**config.mk**
```make
export PLATFORM = sky130hd
export DESIGN_NAME = fp_addsub_pipe
export DESIGN_NICKNAME = d
export VERILOG_FILES = /design/src/rtl/fp_addsub_pipe.sv
export SDC_FILE = /design/constraint.sdc
export NUM_CORES = 1
export LEC_CHECK = 0
export CORE_MARGIN = 4
export CORE_UTILIZATION = 50
export DETAILED_ROUTE_END_ITERATION = 8
export PLACE_DENSITY = 0.69
export SYNTH_ARGS = -nofsm -noshare
export SYNTH_HDL_FRONTEND = slang
export SYNTH_SLANG_ARGS = --single-unit
```
**constraint.sdc**
```tcl
create_clock -name clk -period 13.3 [get_ports clk]
set_input_delay 2.66 -clock clk [delete_from_list [all_inputs] [get_ports clk]]
set_output_delay 2.66 -clock clk [all_outputs]
set_load 0.005 [all_outputs]
```
**src/rtl/fp_addsub_pipe.sv**
```systemverilog
// Pipelined IEEE-style floating-point add/subtract: operand capture, then align, add and
// normalise/round/pack stages; denormals flush to zero. Optional flags output: FP_ADDSUB_PIPE_FLAGS_EN.
module fp_addsub_pipe #(
  parameter int EXP_W = 8,
  parameter int MAN_W = 23
) (
  input  logic                 clk,
  input  logic                 rst,
  input  logic                 in_valid,
  output logic                 in_ready,
  input  logic                 op,
  input  logic [EXP_W+MAN_W:0] a,
  input  logic [EXP_W+MAN_W:0] b,
  output logic                 out_valid,
  input  logic                 out_ready,
  output logic [EXP_W+MAN_W:0] z
`ifdef FP_ADDSUB_PIPE_FLAGS_EN
  ,
  output logic [3:0]           flags
`endif
);

  localparam int W  = 1 + EXP_W + MAN_W;
  localparam int SW = MAN_W + 4;  // hidden + mantissa + guard/round/sticky
  localparam logic [EXP_W-1:0]        EXP_MAX = '1;
  localparam logic signed [EXP_W+1:0] EXP_TOP = {2'b00, EXP_MAX};
  localparam logic signed [EXP_W+1:0] EXP_ONE = (EXP_W+2)'(1);

  typedef enum logic [1:0] {K_NUM = 2'd0, K_INF = 2'd1, K_NAN = 2'd2} kind_e;

  // Stage registers
  logic                v0_q, v0_d, op0_q, op0_d;
  logic [W-1:0]        a0_q, a0_d, b0_q, b0_d;
  logic                v1_q, v1_d, sign1_q, sign1_d, eop1_q, eop1_d;
  kind_e               kind1_q, kind1_d;
  logic [EXP_W-1:0]    exp1_q, exp1_d;
  logic [SW-1:0]       big1_q, big1_d, small1_q, small1_d;
  logic                v2_q, v2_d, sign2_q, sign2_d;
  kind_e               kind2_q, kind2_d;
  logic [EXP_W-1:0]    exp2_q, exp2_d;
  logic [SW:0]         sum2_q, sum2_d;
  logic                out_valid_q, out_valid_d;
  logic [W-1:0]        z_q, z_d;
`ifdef FP_ADDSUB_PIPE_FLAGS_EN
  logic                inv1_q, inv1_d, inv2_q, inv2_d;
  logic [3:0]          flags_q, flags_d, flag_res;
`endif

  // Stage 1 combinational signals
  logic                sa, sb_eff, eop, a_zero, b_zero, a_inf, b_inf, a_nan, b_nan, a_ge_b;
  logic [EXP_W-1:0]    ea, eb, e_big, e_diff;
  logic [MAN_W-1:0]    ma, mb;
  logic [SW-1:0]       sig_a, sig_b, sig_big, sig_small, small_al, sh_mask;
  logic                sign_num;

  // Stage 3 combinational signals
  int                  lead, shift;
  logic [SW-1:0]       norm;
  logic signed [EXP_W+1:0] exp_n, exp_f;
  logic                rnd_up;
  logic [MAN_W:0]      mant_r;
  logic [W-1:0]        z_res;

  logic advance;
  assign advance   = ~out_valid_q | out_ready;
  assign in_ready  = advance;
  assign out_valid = out_valid_q;
  assign z         = z_q;
`ifdef FP_ADDSUB_PIPE_FLAGS_EN
  assign flags     = flags_q;
`endif

  // Operand capture
  always_comb begin
    // NOTE: every combinationally driven variable gets a default first so no path infers a latch.
    v0_d  = v0_q;
    op0_d = op0_q;
    a0_d  = a0_q;
    b0_d  = b0_q;
    if (advance) begin
      v0_d  = in_valid;
      op0_d = op;
      a0_d  = a;
      b0_d  = b;
    end
  end

  // S1: unpack, classify, magnitude compare, align smaller operand
  always_comb begin
    sa     = a0_q[W-1];
    sb_eff = b0_q[W-1] ^ op0_q;
    eop    = sa ^ sb_eff;
    ea     = a0_q[W-2 -: EXP_W];
    eb     = b0_q[W-2 -: EXP_W];
    a_zero = (ea == '0);
    b_zero = (eb == '0);
    ma     = a0_q[MAN_W-1:0] & {MAN_W{~a_zero}};
    mb     = b0_q[MAN_W-1:0] & {MAN_W{~b_zero}};
    a_inf  = (ea == EXP_MAX) && (ma == '0);
    b_inf  = (eb == EXP_MAX) && (mb == '0);
    a_nan  = (ea == EXP_MAX) && (ma != '0);
    b_nan  = (eb == EXP_MAX) && (mb != '0);
    sig_a  = {~a_zero, ma, 3'b000};
    sig_b  = {~b_zero, mb, 3'b000};
    a_ge_b = {ea, ma} >= {eb, mb};
    if (a_ge_b) begin
      e_big = ea; e_diff = ea - eb; sig_big = sig_a; sig_small = sig_b; sign_num = sa;
    end else begin
      e_big = eb; e_diff = eb - ea; sig_big = sig_b; sig_small = sig_a; sign_num = sb_eff;
    end
    sh_mask = '0;
    if (32'(e_diff) >= SW - 1) begin
      small_al = {{(SW-1){1'b0}}, |sig_small};
    end else begin
      sh_mask  = ~({SW{1'b1}} << e_diff);
      small_al = (sig_small >> e_diff) | {{(SW-1){1'b0}}, |(sig_small & sh_mask)};
    end

    v1_d     = v1_q;
    kind1_d  = kind1_q;
    sign1_d  = sign1_q;
    eop1_d   = eop1_q;
    exp1_d   = exp1_q;
    big1_d   = big1_q;
    small1_d = small1_q;
`ifdef FP_ADDSUB_PIPE_FLAGS_EN
    inv1_d   = inv1_q;
`endif
    if (advance) begin
      v1_d     = v0_q;
      eop1_d   = eop;
      exp1_d   = e_big;
      big1_d   = sig_big;
      small1_d = small_al;
      sign1_d  = sign_num;
      kind1_d  = K_NUM;
      if (a_nan || b_nan || (a_inf && b_inf && eop)) begin
        kind1_d = K_NAN;
      end else if (a_inf || b_inf) begin
        kind1_d = K_INF;
        sign1_d = a_inf ? sa : sb_eff;
      end
`ifdef FP_ADDSUB_PIPE_FLAGS_EN
      inv1_d = a_inf && b_inf && eop;
`endif
    end
  end

  // S2: mantissa add/subtract; the larger operand is always on the left so the result is non-negative
  always_comb begin
    v2_d    = v2_q;
    kind2_d = kind2_q;
    sign2_d = sign2_q;
    exp2_d  = exp2_q;
    sum2_d  = sum2_q;
`ifdef FP_ADDSUB_PIPE_FLAGS_EN
    inv2_d  = inv2_q;
`endif
    if (advance) begin
      v2_d    = v1_q;
      kind2_d = kind1_q;
      sign2_d = sign1_q;
      exp2_d  = exp1_q;
      sum2_d  = eop1_q ? ({1'b0, big1_q} - {1'b0, small1_q})
                       : ({1'b0, big1_q} + {1'b0, small1_q});
`ifdef FP_ADDSUB_PIPE_FLAGS_EN
      inv2_d  = inv1_q;
`endif
    end
  end

  // S3: normalise, round to nearest even, pack and handle specials
  always_comb begin
    lead = 0;
    for (int i = 0; i < SW; i++) begin
      if (sum2_q[i]) lead = i;
    end
    shift = SW - 1 - lead;
    if (sum2_q[SW]) begin
      norm  = sum2_q[SW:1] | {{(SW-1){1'b0}}, sum2_q[0]};
      exp_n = $signed({2'b00, exp2_q}) + EXP_ONE;
    end else begin
      norm  = sum2_q[SW-1:0] << shift;
      exp_n = $signed({2'b00, exp2_q}) - $signed((EXP_W+2)'(shift));
    end
    rnd_up = norm[2] & (norm[1] | norm[0] | norm[3]);
    mant_r = {1'b0, norm[SW-2:3]} + {{MAN_W{1'b0}}, rnd_up};
    exp_f  = exp_n + $signed({{(EXP_W+1){1'b0}}, mant_r[MAN_W]});

    z_res = '0;
`ifdef FP_ADDSUB_PIPE_FLAGS_EN
    flag_res = 4'b0000;
`endif
    case (kind2_q)
      K_NAN: begin
        z_res = {1'b0, EXP_MAX, 1'b1, {(MAN_W-1){1'b0}}};
`ifdef FP_ADDSUB_PIPE_FLAGS_EN
        flag_res = {inv2_q, 3'b000};
`endif
      end
      K_INF: z_res = {sign2_q, EXP_MAX, {MAN_W{1'b0}}};
      default: begin
        // norm's top bit is clear only when the sum was exactly zero
        if (!norm[SW-1]) begin
          z_res = '0;
        end else if (exp_f < EXP_ONE) begin
          z_res = '0;
`ifdef FP_ADDSUB_PIPE_FLAGS_EN
          flag_res = 4'b0011;
`endif
        end else if (exp_f >= EXP_TOP) begin
          z_res = {sign2_q, EXP_MAX, {MAN_W{1'b0}}};
`ifdef FP_ADDSUB_PIPE_FLAGS_EN
          flag_res = 4'b0101;
`endif
        end else begin
          z_res = {sign2_q, exp_f[EXP_W-1:0], mant_r[MAN_W-1:0]};
`ifdef FP_ADDSUB_PIPE_FLAGS_EN
          flag_res = {3'b000, |norm[2:0]};
`endif
        end
      end
    endcase

    out_valid_d = out_valid_q;
    z_d         = z_q;
`ifdef FP_ADDSUB_PIPE_FLAGS_EN
    flags_d     = flags_q;
`endif
    if (advance) begin
      out_valid_d = v2_q;
      z_d         = z_res;
`ifdef FP_ADDSUB_PIPE_FLAGS_EN
      flags_d     = flag_res;
`endif
    end
  end

  // Datapath registers are reset too so z reads 0 straight out of reset.
  always_ff @(posedge clk or posedge rst) begin
    if (rst) begin
      v0_q <= 1'b0; op0_q <= 1'b0; a0_q <= '0; b0_q <= '0;
      v1_q <= 1'b0; kind1_q <= K_NUM; sign1_q <= 1'b0; eop1_q <= 1'b0;
      exp1_q <= '0; big1_q <= '0; small1_q <= '0;
      v2_q <= 1'b0; kind2_q <= K_NUM; sign2_q <= 1'b0; exp2_q <= '0; sum2_q <= '0;
      out_valid_q <= 1'b0; z_q <= '0;
`ifdef FP_ADDSUB_PIPE_FLAGS_EN
      inv1_q <= 1'b0; inv2_q <= 1'b0; flags_q <= '0;
`endif
    end else begin
      // NOTE: non-blocking updates so every stage samples the previous stage's old value.
      v0_q <= v0_d; op0_q <= op0_d; a0_q <= a0_d; b0_q <= b0_d;
      v1_q <= v1_d; kind1_q <= kind1_d; sign1_q <= sign1_d; eop1_q <= eop1_d;
      exp1_q <= exp1_d; big1_q <= big1_d; small1_q <= small1_d;
      v2_q <= v2_d; kind2_q <= kind2_d; sign2_q <= sign2_d; exp2_q <= exp2_d; sum2_q <= sum2_d;
      out_valid_q <= out_valid_d; z_q <= z_d;
`ifdef FP_ADDSUB_PIPE_FLAGS_EN
      inv1_q <= inv1_d; inv2_q <= inv2_d; flags_q <= flags_d;
`endif
    end
  end

endmodule

```
==> metrics.md, run 1 <==
| Metric | Value |
|---|---|
| # rows | `67` |
| Resized cells post-CTS | `0` |
| TritonRoute pass-1 iters | `5` |
| Most numerous cell in the Yosys netlist | `nand2_1` |
| Synth cell count leaders | `nand2_1, nor2_1, dfrtp_1` |
| CP max-delay cell | `nand3b_1` |
| Fin nets | `around 2.4k` |
| Share of the yosys chip area belonging to registers | `0.297` |
| Grt total ovfl | `0` |
| Nature of the critical path startpoint | `flip-flop` |
| Die area | `between 30000 and 40000 um^2` |
| Per-cell routed wire length | `21.5 um` |
| Mapped Area | `17100 um^2` |
| Largest net degree at the start of global routing | `186` |
| Routed length on met1 | `24.2 mm` |
| Number of buffers created by CTS | `26` |
| Crit end category | `flip-flop` |
| Final HPWL DP | `roughly 45 mm` |
| Final worst path period share | `0.646` |
| Setup_tns | `0 ns` |
| Vert. Die Dim | `a little under 200 um` |
| Final wirelength | `58.9 mm` |
| Worst-path clk slew | `0.06 ns` |
| # DRC | `0` |
| Final std cells w/o fill | `2742` |
| Critical path arrival | `9.04 ns` |
| Max clock buf depth | `3` |
| Count of input and output buffers | `102` |
| Core area | `33600 um^2` |
| Via Count | `16.9k` |
| Final Skew | `0.0140 ns` |
| Setup Fix Bufs, Post-CTS | `0` |
| Top Metal Used | `met4` |
| Max H-tree Level | `1` |
| Clock Latency Late Sink | `0.55 ns` |
| Layout cells sized above 1 | `0.0610` |
| RePlAce Congestion | `1.05` |
| Die span in x | `between 150 and 200 um` |
| WL met3 | `3.81 mm` |
| Ys flop type | `dfrtp_1` |
| Global-route wire length before repair | `between 90 and 100 mm` |
| Layout fillers | `3118` |
| Fin. max-slew vios | `0` |
| Post-synth top area cell | `dfrtp_1` |
| CP max FO | `23` |
| Fin area | `a little under 20000 um^2` |
| Top-area cell type share of the netlist area | `0.297` |
| Root Driver | `clkbuf_16` |
| P&R area growth vs syn | `12.6%` |
| IO Pins | `roughly 100` |
| Worst slew pin tran | `around 1.1 ns` |
| Req. time, crit path | `13.74 ns` |
| Buffers plus inverters on the worst setup path | `2` |
| Post-synth ARST share | `1.00` |
| Antenna cells | `0` |
| Largest cells by area after synthesis | `dfrtp_1, nand2_1, ha_1` |
| Run status | `finished, final reports clean` |
| Synth Register Bits | `203` |
| Period minus WS final | `8.60 ns` |
| # hold bufs at CTS | `0` |
| Most used cell, CP | `nor2_1` |
| CTS tree | `done` |
| Yosys warnings | `0` |
| Max Clk Rate | `0.116 GHz` |
| Initial drt markers | `between 1.5k and 2k` |
| Number of library cell types mapped by synthesis | `110` |
| CP Class | `reg2reg` |
| Total Routing Usage GR | `0.312` |
| Inst Count DP | `2696` |
| Number of global-route vias before repair | `roughly 16k` |
| Max-cap violation count | `0` |
| Met2 wire length | `27.4 mm` |
| HP Class | `reg2reg` |
| Initial antenna violation count | `0` |
| CP delay by family, top | `simple AND/OR/NAND/NOR gates` |
| Critical path's largest stage delay | `0.65 ns` |
| Syn Inst Count | `2249` |
| Vias per cell | `6.18` |
| RSZ-0062 raised after global routing | `no` |
| Clock Sinks | `203` |
| Post-synth EDFFs | `0` |
| Routed Antenna Nets | `0` |
| Starting Density | `0.508` |
| Final setup fails | `0` |
| Placed instance area | `18400 um^2` |
| Fin. Hold Viols | `0` |
| Synth Area per Inst | `7.59 um^2` |
| Max_slew headroom | `0.250` |
-- cells in the final DEF, fill, tap and decap left out, types with 16 or more instances in the layout --
cell type and n:
nand2_1 456, nor2_1 233, dfrtp_1 203, a21oi_1 175, o21ai_0 164, clkdlybuf4s50_1 102, ha_1 78, inv_1 73
xnor2_1 67, mux2i_1 65, nor3_1 51, nand3_1 39, a31oi_1 27, clkbuf_16 27, nor4_1 24, a21o_1 24
a211oi_1 23, and2_1 22, nand2b_1 21, buf_4 21, xor2_1 20, nor2b_1 19, o21ai_1 16, nand4_1 16
-- sequential cells by signal, summed over array words and instances, names as in the netlist, 2 cells and up --
| register | flops |
|---|---|
| big1_q | 24 |
| small1_q | 27 |
| sum2_q | 28 |
| b0_q | 32 |
| exp1_q | 8 |
| z | 32 |
| exp2_q | 8 |
| kind1_q | 2 |
| kind2_q | 2 |
| a0_q | 32 |
-- cell families after synthesis --
group,count (synthesis),share of synthesized area
multiplexers,87,0.0568
XOR/XNOR,87,0.0446
adder cells (fa/ha/maj),81,0.0607
other,1,0.000220
AND/OR/NAND/NOR,964,0.258
AO/OA/AOI/OAI,618,0.234
flip-flops,203,0.297
buffers and inverters,208,0.0482
-- through the flow --
stage               utilization  worst slack (ns)  hold WS (ns)
floorplan                     -              5.10         0.430
global placement          0.547              5.05         0.450
detailed placement        0.547              4.80         0.455
CTS                       0.572              4.77         0.466
global route              0.572              3.76         0.482
finish                    0.572              4.70         0.464
-- tightest hold or removal path, cell delays in order, from the launching register on --
cell and delay, ns:
dfrtp_1 0.34, nand2_1 0.05, nand2_1 0.05
-- layer usage --
metal  vias up  track usage
met4         0        0.165
met1      8016        0.398
li1       8043            -
met3       170       0.0440
met5         -            0
met2       708        0.514
-- final cells by class --
type                    instances  area [um^2]  share of cell area
clock buffers                  36          749              0.0390
clock inverters                10          115             0.00598
repair buffers                124         1200              0.0623
inverters                      81          314              0.0163
multi-input cells            1840        11200               0.583
well taps                     448          561              0.0291
flip-flops and latches        203         5080               0.264
-- worst paths after layout --
path                       cells after the start         end  slack (ns)       start
min                                            2     b0_q[0]        0.46     b0_q[0]
max reg2reg                                   29        z[4]        4.70  sum2_q[16]
max                                           29        z[4]        4.70  sum2_q[16]
max in group asynchronous                      3  big1_q[26]        9.09         rst
min in group asynchronous                      2    a0_q[28]        2.73         rst
min reg2reg                                    2     b0_q[0]        0.46     b0_q[0]
Power of run 1 is left out: the tool's default activity adds up to more than one toggle a clock period on the data nets, which glitch-free logic cannot reach.
==> run 2, diff against run 1 <==
--- a/config.mk
+++ b/config.mk
@@ -8,7 +8,7 @@
 export CORE_MARGIN = 4
 export CORE_UTILIZATION = 50
 export DETAILED_ROUTE_END_ITERATION = 8
-export PLACE_DENSITY = 0.69
+export PLACE_DENSITY = 0.72
 export SYNTH_ARGS = -nofsm -noshare
 export SYNTH_HDL_FRONTEND = slang
 export SYNTH_SLANG_ARGS = --single-unit
==> constraint.sdc (replaced) <==
create_clock -name clk -period 7.9 [get_ports clk]
set_input_delay 1.58 -clock clk [delete_from_list [all_inputs] [get_ports clk]]
set_output_delay 1.58 -clock clk [all_outputs]
set_load 0.005 [all_outputs]
==> metrics.md, run 2 (synthesis results as in run 1) <==
| Metric | Value |
|---|---|
| Run status | `finished, final reports clean` |
| Clock Sinks | `203 (unchanged)` |
| Final worst path period share | `0.908 (+0.261)` |
| # DRC | `0 (unchanged)` |
| Root Driver | `clkbuf_16` |
| Per-cell routed wire length | `22.1 um (+2.8%)` |
| Grt total ovfl | `0 (unchanged)` |
| Routed Antenna Nets | `0 (unchanged)` |
| Number of global-route vias before repair | `16.5k (+2.5%)` |
| Final setup fails | `0 (unchanged)` |
| Most used cell, CP | `nor2_1` |
| Max H-tree Level | `1 (unchanged)` |
| Most common cell after layout, fill and taps aside | `nand2_1` |
| Count of input and output buffers | `102 (unchanged)` |
| Resized cells post-CTS | `0 (unchanged)` |
| Fin nets | `2447 (+0.87%)` |
| Core area | `33600 um^2 (unchanged)` |
| Setup_tns | `0 ns (unchanged)` |
| Via Count | `17.2k (+1.7%)` |
| CTS tree | `done` |
| Vias per cell | `6.24 (+0.98%)` |
| Critical path arrival | `7.60 ns (-1.44 ns)` |
| CP max-delay cell | `o41a_1` |
| Final Skew | `0.0180 ns (+0.00403 ns)` |
| Initial antenna violation count | `1 (+1)` |
| Max clock buf depth | `3 (unchanged)` |
| IO Pins | `103 (unchanged)` |
| TritonRoute pass-1 iters | `5 (unchanged)` |
| Max Clk Rate | `0.139 GHz (+20%)` |
| Clock Latency Late Sink | `0.54 ns (about the same)` |
| HP Class | `reg2reg` |
| CP max FO | `23 (unchanged)` |
| Setup Fix Bufs, Post-CTS | `0 (unchanged)` |
| # rows | `67 (unchanged)` |
| Vert. Die Dim | `193 um (unchanged)` |
| P&R area growth vs syn | `13.2%` |
| Largest net degree at the start of global routing | `140 (-25%)` |
| Final HPWL DP | `46.6 mm (+4.1%)` |
| Req. time, crit path | `8.33 ns (-5.41 ns)` |
| Global-route wire length before repair | `94.8 mm (+3.7%)` |
| Die area | `37200 um^2 (unchanged)` |
| Total Routing Usage GR | `0.322 (+0.0105)` |
| Max-cap violation count | `0 (unchanged)` |
| Worst slew pin tran | `1.11 ns (-0.00421 ns)` |
| Max_slew headroom | `0.258 (+0.00816)` |
| Period minus WS final | `7.17 ns (-1.43 ns)` |
| Fin. Hold Viols | `0 (unchanged)` |
| Number of buffers created by CTS | `25 (-3.8%)` |
| Initial drt markers | `1712 (+8.4%)` |
| Nature of the critical path startpoint | `flip-flop` |
| Final wirelength | `61.0 mm (+3.5%)` |
| Crit end category | `flip-flop` |
| Fin. max-slew vios | `0 (unchanged)` |
| Die span in x | `193 um (unchanged)` |
| Layout cells sized above 1 | `0.0688 (+0.00774)` |
| Starting Density | `0.508 (unchanged)` |
| Worst-path clk slew | `0.06 ns (about the same)` |
| # hold bufs at CTS | `0 (unchanged)` |
| RSZ-0062 raised after global routing | `no` |
| RePlAce Congestion | `0.983 (-6.0%)` |
| Most frequent cells in the layout | `nand2_1, nor2_1, dfrtp_1` |
| Critical path's largest stage delay | `0.51 ns (-0.14 ns)` |
| CP Class | `reg2reg` |
run 2: through the flow:
| step | util | std cells | cell area, um^2 | hold slack (ns) | setup WS [ns] |
|---|---|---|---|---|---|
| 6_report | 0.575 | 2761 | 19300 | 0.463 | 0.729 |
| 5_1_grt | 0.575 | 2760 | 19300 | 0.487 | 0.00960 |
| 4_1_cts | 0.574 | 2760 | 19300 | 0.464 | 0.653 |
| 3_5_place_dp | 0.551 | 2718 | 18500 | 0.451 | 0.672 |
| 3_3_place_gp | 0.551 | 2718 | 18500 | 0.444 | 0.825 |
| 2_1_floorplan | - | 2251 | 17100 | 0.430 | 0.781 |
run 2: layout make-up:
cell class / count / area, um^2
flip-flops and latches: 203 / 5080
inverters: 81 / 314
clock buffers: 37 / 711
diodes: 1 / 2.50
repair buffers: 146 / 1360
well taps: 448 / 561
multi-input cells: 1840 / 11200
clock inverters: 5 / 63.8
fillers: 3162 / 14300
run 2: layer usage:
layer,global-route usage,vias to the layer above,share of wire
met5,0,-,0
met4,0.132,0,0.046
met3,0.0412,172,0.065
met2,0.526,700,0.46
met1,0.435,8255,0.43
li1,-,8094,-
run 2: worst max-delay path: cells and delay by family (launching register included):
family / cells / cell delay, ns
and+or+nand+nor: 18 / 3.87
DFF: 1 / 0.45
AOI/OAI and AO/OA: 8 / 2.03
adders and majority gates: 2 / 0.47
buffers and inverters: 1 / 0.22
run 2: final timing paths:
kind	from	to	slack, ns	cells past startpoint
setup / recovery	sum2_q[13]	z[4]	0.73	29
hold / removal	b0_q[0]	b0_q[0]	0.46	2
setup reg to reg	sum2_q[13]	z[4]	0.73	29
hold reg to reg	b0_q[0]	b0_q[0]	0.46	2
max in group asynchronous	rst	b0_q[13]	4.88	3
min in group asynchronous	rst	sign2_q	1.65	2
Power of run 2 is left out for the same reason.
==> run 3, diff against run 2 <==
--- a/config.mk
+++ b/config.mk
@@ -5,10 +5,11 @@
 export SDC_FILE = /design/constraint.sdc
 export NUM_CORES = 1
 export LEC_CHECK = 0
-export CORE_MARGIN = 4
+export CORE_MARGIN = 2
 export CORE_UTILIZATION = 50
 export DETAILED_ROUTE_END_ITERATION = 8
 export PLACE_DENSITY = 0.72
+export SLEW_MARGIN = 10
 export SYNTH_ARGS = -nofsm -noshare
 export SYNTH_HDL_FRONTEND = slang
 export SYNTH_SLANG_ARGS = --single-unit
==> metrics.md, run 3 (synthesis results as in run 1) <==
| Metric | Value |
|---|---|
| Run status | `finished, final reports clean` |
| Critical path's largest stage delay | `0.47 ns (-0.04 ns)` |
| Worst-path clk slew | `0.06 ns (about the same)` |
| Critical path arrival | `7.82 ns (+0.22 ns)` |
| P&R area growth vs syn | `13.6%` |
| Inst Count DP | `2713 (-0.18%)` |
| Core area | `33600 um^2 (unchanged)` |
| CP max FO | `23 (unchanged)` |
| WHS | `0.460 ns (-0.00334 ns)` |
| Total Routing Usage GR | `0.315 (-0.00744)` |
| Final std cells w/o fill | `2757 (-0.14%)` |
| Grt total ovfl | `0 (unchanged)` |
| Req. time, crit path | `8.34 ns (about the same)` |
| RSZ-0062 raised after global routing | `no` |
| Final HPWL DP | `42.8 mm (-8.2%)` |
| Clock Latency Late Sink | `0.54 ns (about the same)` |
| Vias per cell | `6.17 (-1.1%)` |
| Final Skew | `0.0176 ns (-0.000436 ns)` |
| Crit end category | `flip-flop` |
| Layout cells sized above 1 | `0.0706 (+0.00182)` |
| Fin. Hold Viols | `0 (unchanged)` |
| Max clock buf depth | `3 (unchanged)` |
| Root Driver | `clkbuf_16` |
| Final worst path period share | `0.934 (+0.0266)` |
| CP Class | `reg2reg` |
| Max-cap violation count | `0 (unchanged)` |
| CTS tree | `done` |
| RePlAce Congestion | `0.990 (+0.65%)` |
| Number of buffers created by CTS | `25 (unchanged)` |
| Most frequent cells in the layout | `nand2_1, nor2_1, dfrtp_1` |
| Max Clk Rate | `0.135 GHz (-2.9%)` |
| Final wirelength | `56.5 mm (-7.3%)` |
| Layout fillers | `3136 (-0.82%)` |
| Period minus WS final | `7.38 ns (+0.210 ns)` |
| Die area | `35600 um^2 (-4.1%)` |
| # DRC | `0 (unchanged)` |
| # rows | `67 (unchanged)` |
| Fin nets | `2443 (-0.16%)` |
| Per-cell routed wire length | `20.5 um (-7.2%)` |
| Initial antenna violation count | `1 (unchanged)` |
| CP max-delay cell | `dfrtp_1` |
| Number of global-route vias before repair | `16.4k (-0.44%)` |
| Max H-tree Level | `1 (unchanged)` |
| Starting Density | `0.508 (unchanged)` |
| Via Count | `17.0k (-1.2%)` |
| Largest net degree at the start of global routing | `137 (-2.1%)` |
| TritonRoute pass-1 iters | `6 (+1)` |
| Fin. max-slew vios | `0 (unchanged)` |
| Max_slew headroom | `0.295 (+0.0369)` |
| Worst slew pin tran | `1.06 ns (-0.0553 ns)` |
| IO Pins | `103 (unchanged)` |
| Initial drt markers | `1523 (-11%)` |
| Global-route wire length before repair | `90.1 mm (-5.0%)` |
| Clock Sinks | `203 (unchanged)` |
| HP Class | `reg2reg` |
| Final setup fails | `0 (unchanged)` |
| Antenna cells | `0 (-1)` |
| Routed Antenna Nets | `0 (unchanged)` |
| Vert. Die Dim | `189 um (-2.1%)` |
| Die span in x | `189 um (-2.1%)` |
| # hold bufs at CTS | `0 (unchanged)` |
| Most common cell after layout, fill and taps aside | `nand2_1` |
| Nature of the critical path startpoint | `flip-flop` |
| Count of input and output buffers | `102 (unchanged)` |
| Setup_tns | `0 ns (unchanged)` |
run 3: cell types whose count changed in the layout (fill, tap and decap cells not counted), moves of 3 or more:
cell	previous run	this run
clkbuf_1	8	3
buf_4	43	39
bufinv_16	1	5
clkinv_2	0	3
run 3: metal layers:
layer	track usage	share of wire	wire, um	vias to the layer above
met5	0	0.00023	13	-
li1	-	-	-	8069
met1	0.408	0.42	23800	8068
met3	0.0335	0.060	3380	166
met2	0.532	0.47	26600	702
met4	0.141	0.048	2710	2
run 3: layout make-up:
cell class / instances / area (um^2) / area share
clock buffer: 31 / 678 / 0.0350
clock inverter: 12 / 198 / 0.0102
inverter: 81 / 314 / 0.0162
multi-input combinational: 1840 / 11200 / 0.579
sequential: 203 / 5080 / 0.262
tap: 448 / 561 / 0.0289
timing repair buffer: 142 / 1330 / 0.0688
run 3: through the flow:
stage          setup slack (ns)  cell area (um^2)   util
2_1_floorplan             0.781             17100      -
3_3_place_gp              0.518             18500  0.550
3_5_place_dp              0.255             18500  0.550
4_1_cts                   0.200             19400  0.576
5_1_grt                 0.00667             19400  0.577
6_report                  0.519             19400  0.577
run 3: timing repair:
| action | in CTS | in global routing |
|---|---|---|
| endpoints found under the setup margin | 0 | 32 |
| buffers inserted | 0 | 1 |
| resized for setup | 0 | 7 |
run 3: final timing paths:
kind / to / start / slack (ns) / depth (start not counted)
worst max-delay path: z[4] / sum2_q[13] / 0.52 / 29
worst min-delay path: a0_q[8] / a0_q[8] / 0.46 / 2
worst max register to register: z[4] / sum2_q[13] / 0.52 / 29
worst min register to register: a0_q[8] / a0_q[8] / 0.46 / 2
max in group asynchronous: b0_q[4] / rst / 4.89 / 3
min in group asynchronous: op0_q / rst / 1.63 / 2
run 3: critical path, delay by kind of cell (launching register included):
kind	cells	cell delay (ns)
compound gates	7	1.61
simple gates	17	3.65
fa+ha+maj	2	0.66
buf+inv	2	0.40
mux	1	0.47
flops	1	0.47
Power of run 3 is left out for the same reason.
